### src/rtl/mult_div_unit.sv
// Iterative multiply/divide unit for the MIPS datapath.
// Executes MULT, MULTU, DIV and DIVU over WIDTH iterations on operand
// magnitudes, applies a sign fixup on the final iteration, and holds the
// result in HI/LO for MFHI/MFLO. Start/Busy/Done let control stall until
// the result is valid.
module mult_div_unit #(
  parameter int WIDTH = 32
) (
  input  logic             Clock,
  input  logic             Reset_n,
  input  logic             Start,
  input  logic [1:0]       Op,
  input  logic [WIDTH-1:0] Operand_A,
  input  logic [WIDTH-1:0] Operand_B,
  output logic             Busy,
  output logic             Done,
  output logic             Div_Zero,
  output logic [WIDTH-1:0] Hi,
  output logic [WIDTH-1:0] Lo
);

  localparam int              CW   = $clog2(WIDTH);
  localparam logic [CW-1:0]   LAST = CW'(WIDTH - 1);

  typedef enum logic [1:0] {
    S_IDLE = 2'd0,
    S_RUN  = 2'd1,
    S_DONE = 2'd2
  } state_e;

  state_e               state_q, state_d;
  logic                 is_div_q, is_div_d;
  logic                 res_neg_q, res_neg_d;   // negate product / quotient
  logic                 rem_neg_q, rem_neg_d;   // negate remainder
  logic                 div_zero_q, div_zero_d;
  logic [CW-1:0]        cnt_q, cnt_d;
  logic [WIDTH-1:0]     opnd_q, opnd_d;         // multiplicand or divisor magnitude
  logic [2*WIDTH-1:0]   acc_q, acc_d;           // {upper, lower} working register
  logic [WIDTH-1:0]     hi_q, hi_d;
  logic [WIDTH-1:0]     lo_q, lo_d;

  // Operand preparation for acceptance.
  logic                 op_signed, op_div, div_by_zero;
  logic [WIDTH-1:0]     a_mag, b_mag;

  // One iteration of each algorithm, and the fixed-up final result.
  logic [WIDTH:0]       mul_sum;
  logic [2*WIDTH-1:0]   mul_next;
  logic [WIDTH:0]       rem_shift;
  logic                 rem_ge;
  logic [WIDTH-1:0]     rem_new;
  logic [2*WIDTH-1:0]   div_next;
  logic [2*WIDTH-1:0]   mul_prod;
  logic [WIDTH-1:0]     quot_fix, rem_fix;

  assign op_signed   = ~Op[0];
  assign op_div      = Op[1];
  assign div_by_zero = op_div && (Operand_B == '0);
  // abs() of the most negative value wraps to itself, which is the correct
  // unsigned magnitude.
  assign a_mag = (op_signed && Operand_A[WIDTH-1]) ? -Operand_A : Operand_A;
  assign b_mag = (op_signed && Operand_B[WIDTH-1]) ? -Operand_B : Operand_B;

  // Single iteration step of shift-add multiply and restoring divide.
  always_comb begin
    // Multiply: add the multiplicand into the upper half when the current
    // multiplier bit (acc LSB) is set, then shift the whole register right.
    mul_sum  = {1'b0, acc_q[2*WIDTH-1:WIDTH]} + (acc_q[0] ? {1'b0, opnd_q} : '0);
    mul_next = {mul_sum, acc_q[WIDTH-1:1]};

    // Divide: shift the next dividend bit into the partial remainder and
    // subtract the divisor when it fits; the remainder then fits in WIDTH.
    rem_shift = acc_q[2*WIDTH-1:WIDTH-1];
    rem_ge    = (rem_shift >= {1'b0, opnd_q});
    rem_new   = rem_ge ? WIDTH'(rem_shift - {1'b0, opnd_q}) : rem_shift[WIDTH-1:0];
    div_next  = {rem_new, acc_q[WIDTH-2:0], rem_ge};

    // Sign fixup applied to the final iteration's result.
    mul_prod = res_neg_q ? -mul_next : mul_next;
    quot_fix = res_neg_q ? -div_next[WIDTH-1:0] : div_next[WIDTH-1:0];
    rem_fix  = rem_neg_q ? -rem_new : rem_new;
  end

  // Next-state and datapath control for the IDLE -> RUN -> DONE sequence.
  always_comb begin
    // NOTE: every _d defaults to its _q first, so no path can infer a latch.
    state_d    = state_q;
    is_div_d   = is_div_q;
    res_neg_d  = res_neg_q;
    rem_neg_d  = rem_neg_q;
    div_zero_d = div_zero_q;
    cnt_d      = cnt_q;
    opnd_d     = opnd_q;
    acc_d      = acc_q;
    hi_d       = hi_q;
    lo_d       = lo_q;

    unique case (state_q)
      S_IDLE: begin
        if (Start) begin
          is_div_d   = op_div;
          res_neg_d  = op_signed && (Operand_A[WIDTH-1] ^ Operand_B[WIDTH-1]);
          rem_neg_d  = op_signed && Operand_A[WIDTH-1];
          cnt_d      = '0;
          div_zero_d = 1'b0;
          if (op_div) begin
            opnd_d = b_mag;
            acc_d  = {{WIDTH{1'b0}}, a_mag};
          end else begin
            opnd_d = a_mag;
            acc_d  = {{WIDTH{1'b0}}, b_mag};
          end
          if (div_by_zero) begin
            hi_d       = Operand_A;
            lo_d       = '1;
            div_zero_d = 1'b1;
            state_d    = S_DONE;
          end else begin
            state_d    = S_RUN;
          end
        end
      end
      S_RUN: begin
        acc_d = is_div_q ? div_next : mul_next;
        cnt_d = cnt_q + 1'b1;
        if (cnt_q == LAST) begin
          if (is_div_q) begin
            hi_d = rem_fix;
            lo_d = quot_fix;
          end else begin
            hi_d = mul_prod[2*WIDTH-1:WIDTH];
            lo_d = mul_prod[WIDTH-1:0];
          end
          state_d = S_DONE;
        end
      end
      S_DONE: state_d = S_IDLE;
      default: state_d = S_IDLE;
    endcase
  end

  // State and datapath registers; reset aborts any operation in flight.
  always_ff @(posedge Clock or negedge Reset_n) begin
    if (!Reset_n) begin
      state_q    <= S_IDLE;
      is_div_q   <= 1'b0;
      res_neg_q  <= 1'b0;
      rem_neg_q  <= 1'b0;
      div_zero_q <= 1'b0;
      cnt_q      <= '0;
      opnd_q     <= '0;
      acc_q      <= '0;
      hi_q       <= '0;
      lo_q       <= '0;
    end else begin
      // NOTE: non-blocking so every register samples pre-edge values.
      state_q    <= state_d;
      is_div_q   <= is_div_d;
      res_neg_q  <= res_neg_d;
      rem_neg_q  <= rem_neg_d;
      div_zero_q <= div_zero_d;
      cnt_q      <= cnt_d;
      opnd_q     <= opnd_d;
      acc_q      <= acc_d;
      hi_q       <= hi_d;
      lo_q       <= lo_d;
    end
  end

  assign Busy     = (state_q != S_IDLE);
  assign Done     = (state_q == S_DONE);
  assign Div_Zero = div_zero_q;
  assign Hi       = hi_q;
  assign Lo       = lo_q;

endmodule

### config.mk
export PLATFORM = sky130hd
export DESIGN_NAME = mult_div_unit
export DESIGN_NICKNAME = d
export VERILOG_FILES = /design/src/rtl/mult_div_unit.sv
export SDC_FILE = /design/constraint.sdc
export NUM_CORES = 1
export LEC_CHECK = 0
export ABC_AREA = 0
export BUFFER_PORTS_ARGS = -buffer_cell sky130_fd_sc_hd__buf_2
export CAP_MARGIN = 30
export CELL_PAD_IN_SITES_DETAIL_PLACEMENT = 1
export CELL_PAD_IN_SITES_GLOBAL_PLACEMENT = 1
export CORE_UTILIZATION = 36
export DETAILED_ROUTE_END_ITERATION = 8
export PLACE_DENSITY_LB_ADDON = 0.08
export SETUP_SLACK_MARGIN = 0.2
export SLEW_MARGIN = 20
export SYNTH_ARGS = -nofsm -noshare
export SYNTH_HDL_FRONTEND = slang
export SYNTH_SLANG_ARGS = --single-unit
### constraint.sdc
create_clock -name Clock -period 9.5 [get_ports Clock]
set_input_delay 0.475 -clock Clock [delete_from_list [all_inputs] [get_ports Clock]]
set_output_delay 0.475 -clock Clock [all_outputs]
set_load 0.02 [all_outputs]
Word level (Yosys, flattened, before mapping)
Cells that the tools add are included.
- register bits after elaboration: 171
- logic and storage cells: 68
- $add $sub $neg: 8
- magnitude comparators: 1
- equality and inequality tests: 6
- muxes and demuxes: 29
- bitwise gates (word level): 2
- reduce and logical (&&, ||, !) cells: 12
- operators by type and width (kind ; count):
    32-bit 2-to-1 mux ; 16
    64-bit 2-to-1 mux ; 3
    32-bit negation ; 4
    32-bit case mux with 2 select lines ; 2
    64-bit case mux with 2 select lines ; 1
    64-bit negation ; 1
    32-bit by 32-bit adder with 33-bit output ; 1
    33-bit by 32-bit >= comparator with 1-bit output ; 1
    32-bit logical NOT ; 1
    32-bit subtractor ; 1
    5-bit case mux with 2 select lines ; 1
    2-bit 2-to-1 mux ; 3
    2-bit != test, second input constant ; 3
    2-bit AND reduction ; 3
    5-bit by 1-bit adder with 5-bit output, second input constant ; 1
    5-bit == test, second input constant ; 1
    5-bit 2-to-1 mux ; 1
    1-bit logical AND ; 4
    2-bit case mux with 2 select lines ; 1
    4-bit AND reduction ; 1
    2-bit nonzero test ; 2
    2-bit by 1-bit == test with 1-bit output, second input constant ; 1
    2-bit == test, second input constant ; 1
    2-bit logical NOT ; 1
    3 further kinds ; 3

Logic depth before layout (Yosys ltp)
- depth in word-level cells: 7
- gate-level depth with buffers: 22

Worst setup path before layout
OpenSTA, ideal clock, no wires.
- path kind: reg-to-reg
- start point: reg acc_q[56]
- end point: reg hi_q[28] (netlist: Hi[28])
- library setup time: 104 ps
- data arrival time: 4929 ps
- setup slack: 4468 ps
- cell stages (with the launch flop): 22
- buffers on the path: 4
- period minus slack after synthesis: 5032 ps
- cells stage by stage: dfrtp_1 > ha_1 > clkbuf_1 > inv_1 > nor4_1 > nand2_1 > or3_1 > o32a_1 > nand2_1 > buf_2 > buf_2 > buf_1 > nand2_1 > o21ai_0 > ha_1 > o21ai_0 > o32a_1 > a21o_1 > nand2b_1 > o31ai_1 > xor2_1 > a221oi_1
- word-level cells in the longest chain between the ends: 7
- RTL lines (item ; line ; source):
    start, declared ; 38 ; logic [2*WIDTH-1:0] acc_q, acc_d;
    start signal, assigned ; 152 ; acc_q <= '0;
    start signal, assigned ; 164 ; acc_q <= acc_d;
    32-bit subtractor / 33-bit by 32-bit >= comparator with 1-bit output (equally long branches) ; 75, 74 ;
    32-bit 2-to-1 mux ; 75 ; rem_new = rem_ge ? WIDTH'(rem_shift - {1'b0, opnd_q}) : rem_shift[WIDTH-1:0];
    32-bit negation ; 81 ; rem_fix = rem_neg_q ? -rem_new : rem_new;
    32-bit 2-to-1 mux ; 81 ;
    32-bit 2-to-1 mux (*) ; 127 ; if (is_div_q) begin
    32-bit 2-to-1 mux (*) ; 126 ; if (cnt_q == LAST) begin
    32-bit case mux with 2 select lines (*) ; 98 ; unique case (state_q)
    end signal, assigned ; 165 ; hi_q <= hi_d;
    end, declared ; 39 ; logic [WIDTH-1:0] hi_q, hi_d;
Every way passes the cells marked *; elsewhere a longest branch is shown, timed or not. The select of a mux whose other input is x is not followed.
A chain may end at the register's enable or synchronous reset.

Worst setup path in the final report
- start point: reg acc_q[54]
- end point: reg hi_q[28] (netlist: Hi[28])
Same word-level chain as after synthesis.

==> summary.txt <==
Run status
  • Status: completed

Clock network
  • CTS tree: built
  • CTS sink cnt: 171
  • Clock Pin Slew Worst Setup and Hold Paths: 0.07 ns
  • Number of buffers inserted to repair setup after CTS: 0
  • Total number of H-tree levels: 4
  • Total of cells resized after clock tree synthesis: 0
  • Total clock buffers created by CTS: 17
  • Maximum clock path buffer count: 2
  • Worst-skew pair later-pin latency: 0.52 ns
  • Root Buffer Master: sky130_fd_sc_hd__clkbuf_16

STA
  • Layout Skew: 0.01945 ns
  • Worst-Margin Slew: 0.9942 ns
  • Worst slew margin relative to its limit: 32.85%
  • Max-slew violations: 0
  • Number of hold violations in the final report: 0
  • Final period utilization: 65.85%
  • # setup viols final: 0
  • Sum of negative setup slack: 0 ns
  • Fin worst setup slack: 3.244 ns
  • Timing-limited maximum frequency: 159.8 MHz
  • Final critical path time including I/O delays and setup: 6.256 ns
  • Unrepaired setup endpoints after global routing: false

Critical path
  • Critical Path RT: 9.90 ns
  • Data arrival time at the worst-slack endpoint: 6.66 ns
  • Setup crit start kind: flop
  • Startpoint-to-endpoint class of the critical path: reg -> reg
  • Worst path slowest cell: sky130_fd_sc_hd__nor4_1
  • Worst reg2reg startpoint: acc_q[54]
  • Worst reg-to-reg setup slack: 3.24 ns
  • Buf+Inv Stages, Crit Path: 3
  • Reg2Reg Capture Point: Hi[28]
  • Critical Path End: Hi[28]
  • Highest cell delay on the worst timing path: 0.62 ns
  • FF-to-FF path depth: 19
  • Number of cells on the critical path: 19
  • Cell class contributing the biggest share of worst-path delay: compound AO/OA/AOI/OAI gates
  • Worst Setup SP: acc_q[54]
  • Worst path cell trace: ha_1 -> nand4_1 -> nor4_1 -> nand4_1 -> o211ai_1 -> a21oi_1 -> nand2_2 -> buf_4 -> inv_2 -> buf_4 -> mux2i_1 -> ha_1 -> o21ai_0 -> o32a_1 -> a21o_1 -> nand2b_1 -> o31ai_1 -> xor2_1 -> a221oi_1
  • Largest driver fanout on the critical path: 52
  • Sort of element at the end of the critical path: flop

Placement
  • Count of input and output buffers: 135
  • Post-Place Cells: 2947
  • Placement Setup Slack: 3.359 ns
  • GPL Wtd Cong: 0.9406
  • Post-detailed-placement half-perimeter wirelength: 60000 um

Global routing
  • Global routing usage on met1: 41.31%
  • Layer with the highest usage after global routing: met2
  • Largest net degree at the start of global routing: 92
  • Wire length of the first global-routing pass: 117700 um
  • Initial antenna violation count: 4
  • Fraction of met3 tracks used by global routing: 4.218%
  • Vias in the first global route: 18.20k
  • All-Layer GR Usage: 31.57%
  • GRT overflow: 0
  • Met2 track demand over resource: 52.07%

Synthesis
  • Synthesized cell area: 0.01755 mm^2
  • Net Count, Synth: 2495
  • Total of flip-flops plus latches after synthesis: 171
  • Avg Inst Size Synth: 7.459 um^2
  • Sequential area share after synthesis: 24.38%
  • YS warnings: 0
  • Count of flip-flops with a built-in enable after synthesis: 0
  • Post-Synthesis Cells: 2353
  • Count of cell types in the netlist: 98
  • Ys async rst share: 100.0%
  • Top_reg_cell synth: sky130_fd_sc_hd__dfrtp_1

Routing
  • Average routed wire per standard cell: 26.04 um
  • Number of nets still failing antenna checks after routing: 0
  • Routed via count divided by cell count: 6.049
  • Initial DRC count: 1133
  • Final wirelength: 77700 um
  • Pre-Repair DR Iteration Count: 5
  • Number of remaining DRC errors: 0
  • Via count: 18.05k

Floorplanning
  • Die area: 0.04964 mm^2
  • Core area: 0.04795 mm^2
  • Vertical die dimension: 222.8 um
  • Chip width: 222.8 um
  • Rows: 80
  • Boundary pin count: 136
  • Starting density of the core: 36.61%

Final layout
  • Commonest non-fill, non-tap cells in the layout: sky130_fd_sc_hd__nor2_1, sky130_fd_sc_hd__nand2_1, sky130_fd_sc_hd__a21oi_1, sky130_fd_sc_hd__o21ai_0, sky130_fd_sc_hd__dfrtp_1
  • Final nets: 2496
  • Number of fillers in the final layout: 5940
  • Share of final-layout standard cells stronger than drive strength 1: 10.22%
  • Commonest non-fill, non-tap cell in the layout: sky130_fd_sc_hd__nor2_1
  • Area growth from synthesis to final layout: 8.569%
  • Final cell count without fillers: 2984

Run
  • Max-Cap Viols: 0

Worst hold path
  • Class of the tightest hold or removal check: in -> reg
==> worst reg2reg max path, cell delays in order (launching register included) <==
cell                       delay (ns)
sky130_fd_sc_hd__dfrtp_1         0.43
sky130_fd_sc_hd__ha_1            0.54
sky130_fd_sc_hd__nand4_1         0.24
sky130_fd_sc_hd__nor4_1          0.62
sky130_fd_sc_hd__nand4_1         0.32
sky130_fd_sc_hd__o211ai_1        0.37
sky130_fd_sc_hd__a21oi_1         0.16
sky130_fd_sc_hd__nand2_2         0.14
sky130_fd_sc_hd__buf_4           0.56
sky130_fd_sc_hd__inv_2           0.06
sky130_fd_sc_hd__buf_4           0.30
sky130_fd_sc_hd__mux2i_1         0.37
sky130_fd_sc_hd__ha_1            0.40
sky130_fd_sc_hd__o21ai_0         0.14
sky130_fd_sc_hd__o32a_1          0.42
sky130_fd_sc_hd__a21o_1          0.23
sky130_fd_sc_hd__nand2b_1        0.17
sky130_fd_sc_hd__o31ai_1         0.26
sky130_fd_sc_hd__xor2_1          0.11
sky130_fd_sc_hd__a221oi_1        0.33
==> through the flow <==
step / cell area, um^2 / hold WS, ns / utilization, %
after CTS: 19020 / 0.2263 / 39.66
after global routing: 19050 / 0.2406 / 39.73
after global placement: 18310 / 0.4535 / 38.19
after detailed placement: 18360 / 0.4546 / 38.29
after floorplan: 17550 / 0.1794 / -
final: 19060 / 0.2526 / 39.74
==> cells in the mapped netlist, types with 22 or more instances <==
cell type | instances | area [um^2]
sky130_fd_sc_hd__ha_1 | 71 | 888.4
sky130_fd_sc_hd__xor2_1 | 101 | 884.6
sky130_fd_sc_hd__inv_1 | 63 | 236.5
sky130_fd_sc_hd__buf_1 | 24 | 90.09
sky130_fd_sc_hd__and3_1 | 22 | 137.6
sky130_fd_sc_hd__clkbuf_1 | 121 | 454.2
sky130_fd_sc_hd__xnor2_1 | 123 | 1077
sky130_fd_sc_hd__o21ai_0 | 197 | 986.0
sky130_fd_sc_hd__nand3_1 | 53 | 265.3
sky130_fd_sc_hd__mux2i_1 | 60 | 600.6
sky130_fd_sc_hd__o211ai_1 | 44 | 330.3
sky130_fd_sc_hd__o31ai_1 | 33 | 247.7
sky130_fd_sc_hd__nor2_1 | 256 | 960.9
sky130_fd_sc_hd__nand2_1 | 253 | 949.7
sky130_fd_sc_hd__a21o_1 | 40 | 300.3
sky130_fd_sc_hd__dfrtp_1 | 171 | 4279
sky130_fd_sc_hd__a211oi_1 | 66 | 495.5
sky130_fd_sc_hd__a21oi_1 | 234 | 1171
sky130_fd_sc_hd__a31oi_1 | 32 | 200.2
sky130_fd_sc_hd__nor3_1 | 51 | 255.2
sky130_fd_sc_hd__or3_1 | 31 | 193.9
==> final cells by class <==
cell class                 instances  area (um^2)  share of cell area [%]
clock buffer                      23        488.0                   2.561
timing repair buffer             156        897.1                   4.708
sequential                       171         4284                   22.48
tap                              615        769.5                   4.038
clock inverter                     9        158.9                  0.8339
antenna                            2        5.005                 0.02626
multi-input combinational       1941        12200                   64.03
inverter                          67        251.5                   1.320
==> state kept, by name, summed over array words and instances, names as in the netlist <==
signal     count
acc_q         64
Hi            32
Lo            32
opnd_q        32
cnt_q          5
state_q        2
Div_Zero       1
is_div_q       1
rem_neg_q      1
res_neg_q      1
==> cell families after synthesis <==
| group | synth area share (%) |
|---|---|
| AND/OR/NAND/NOR | 22.07 |
| AO/OA/AOI/OAI | 27.01 |
| buffers and inverters | 6.330 |
| XOR/XNOR | 11.18 |
| flip-flops | 24.38 |
| adder cells (fa/ha/maj) | 5.289 |
| multiplexers | 3.743 |
==> layer usage <==
| metal | vias up | share of wire (%) |
|---|---|---|
| met3 | 104 | 4.3 |
| met1 | 9048 | 45 |
| met4 | 2 | 3.8 |
| met5 | - | 0.017 |
| met2 | 439 | 47 |
| li1 | 8456 | - |
==> what timing repair did <==
| item | 4_1_cts | 5_1_grt |
|---|---|---|
| setup endpoints to repair | 0 | 0 |
| hold buffers | 1 | 0 |
| endpoints found under the hold margin | 46 | 0 |
==> how the worst min path moves through the flow <==
stage / end / slack, ns / depth (start not counted) / start
final: res_neg_q / 0.25 / 2 / Op[0]
after global routing: res_neg_q / 0.24 / 2 / Op[0]
after CTS: res_neg_q / 0.23 / 2 / Op[0]
after detailed placement: acc_q[35] / 0.45 / 1 / Reset_n
after global placement: acc_q[35] / 0.45 / 1 / Reset_n
after floorplan: Div_Zero / 0.18 / 0 / Reset_n
Power is not shown: default switching activity piles up to over one toggle a cycle in this logic, so the estimate is an artifact.
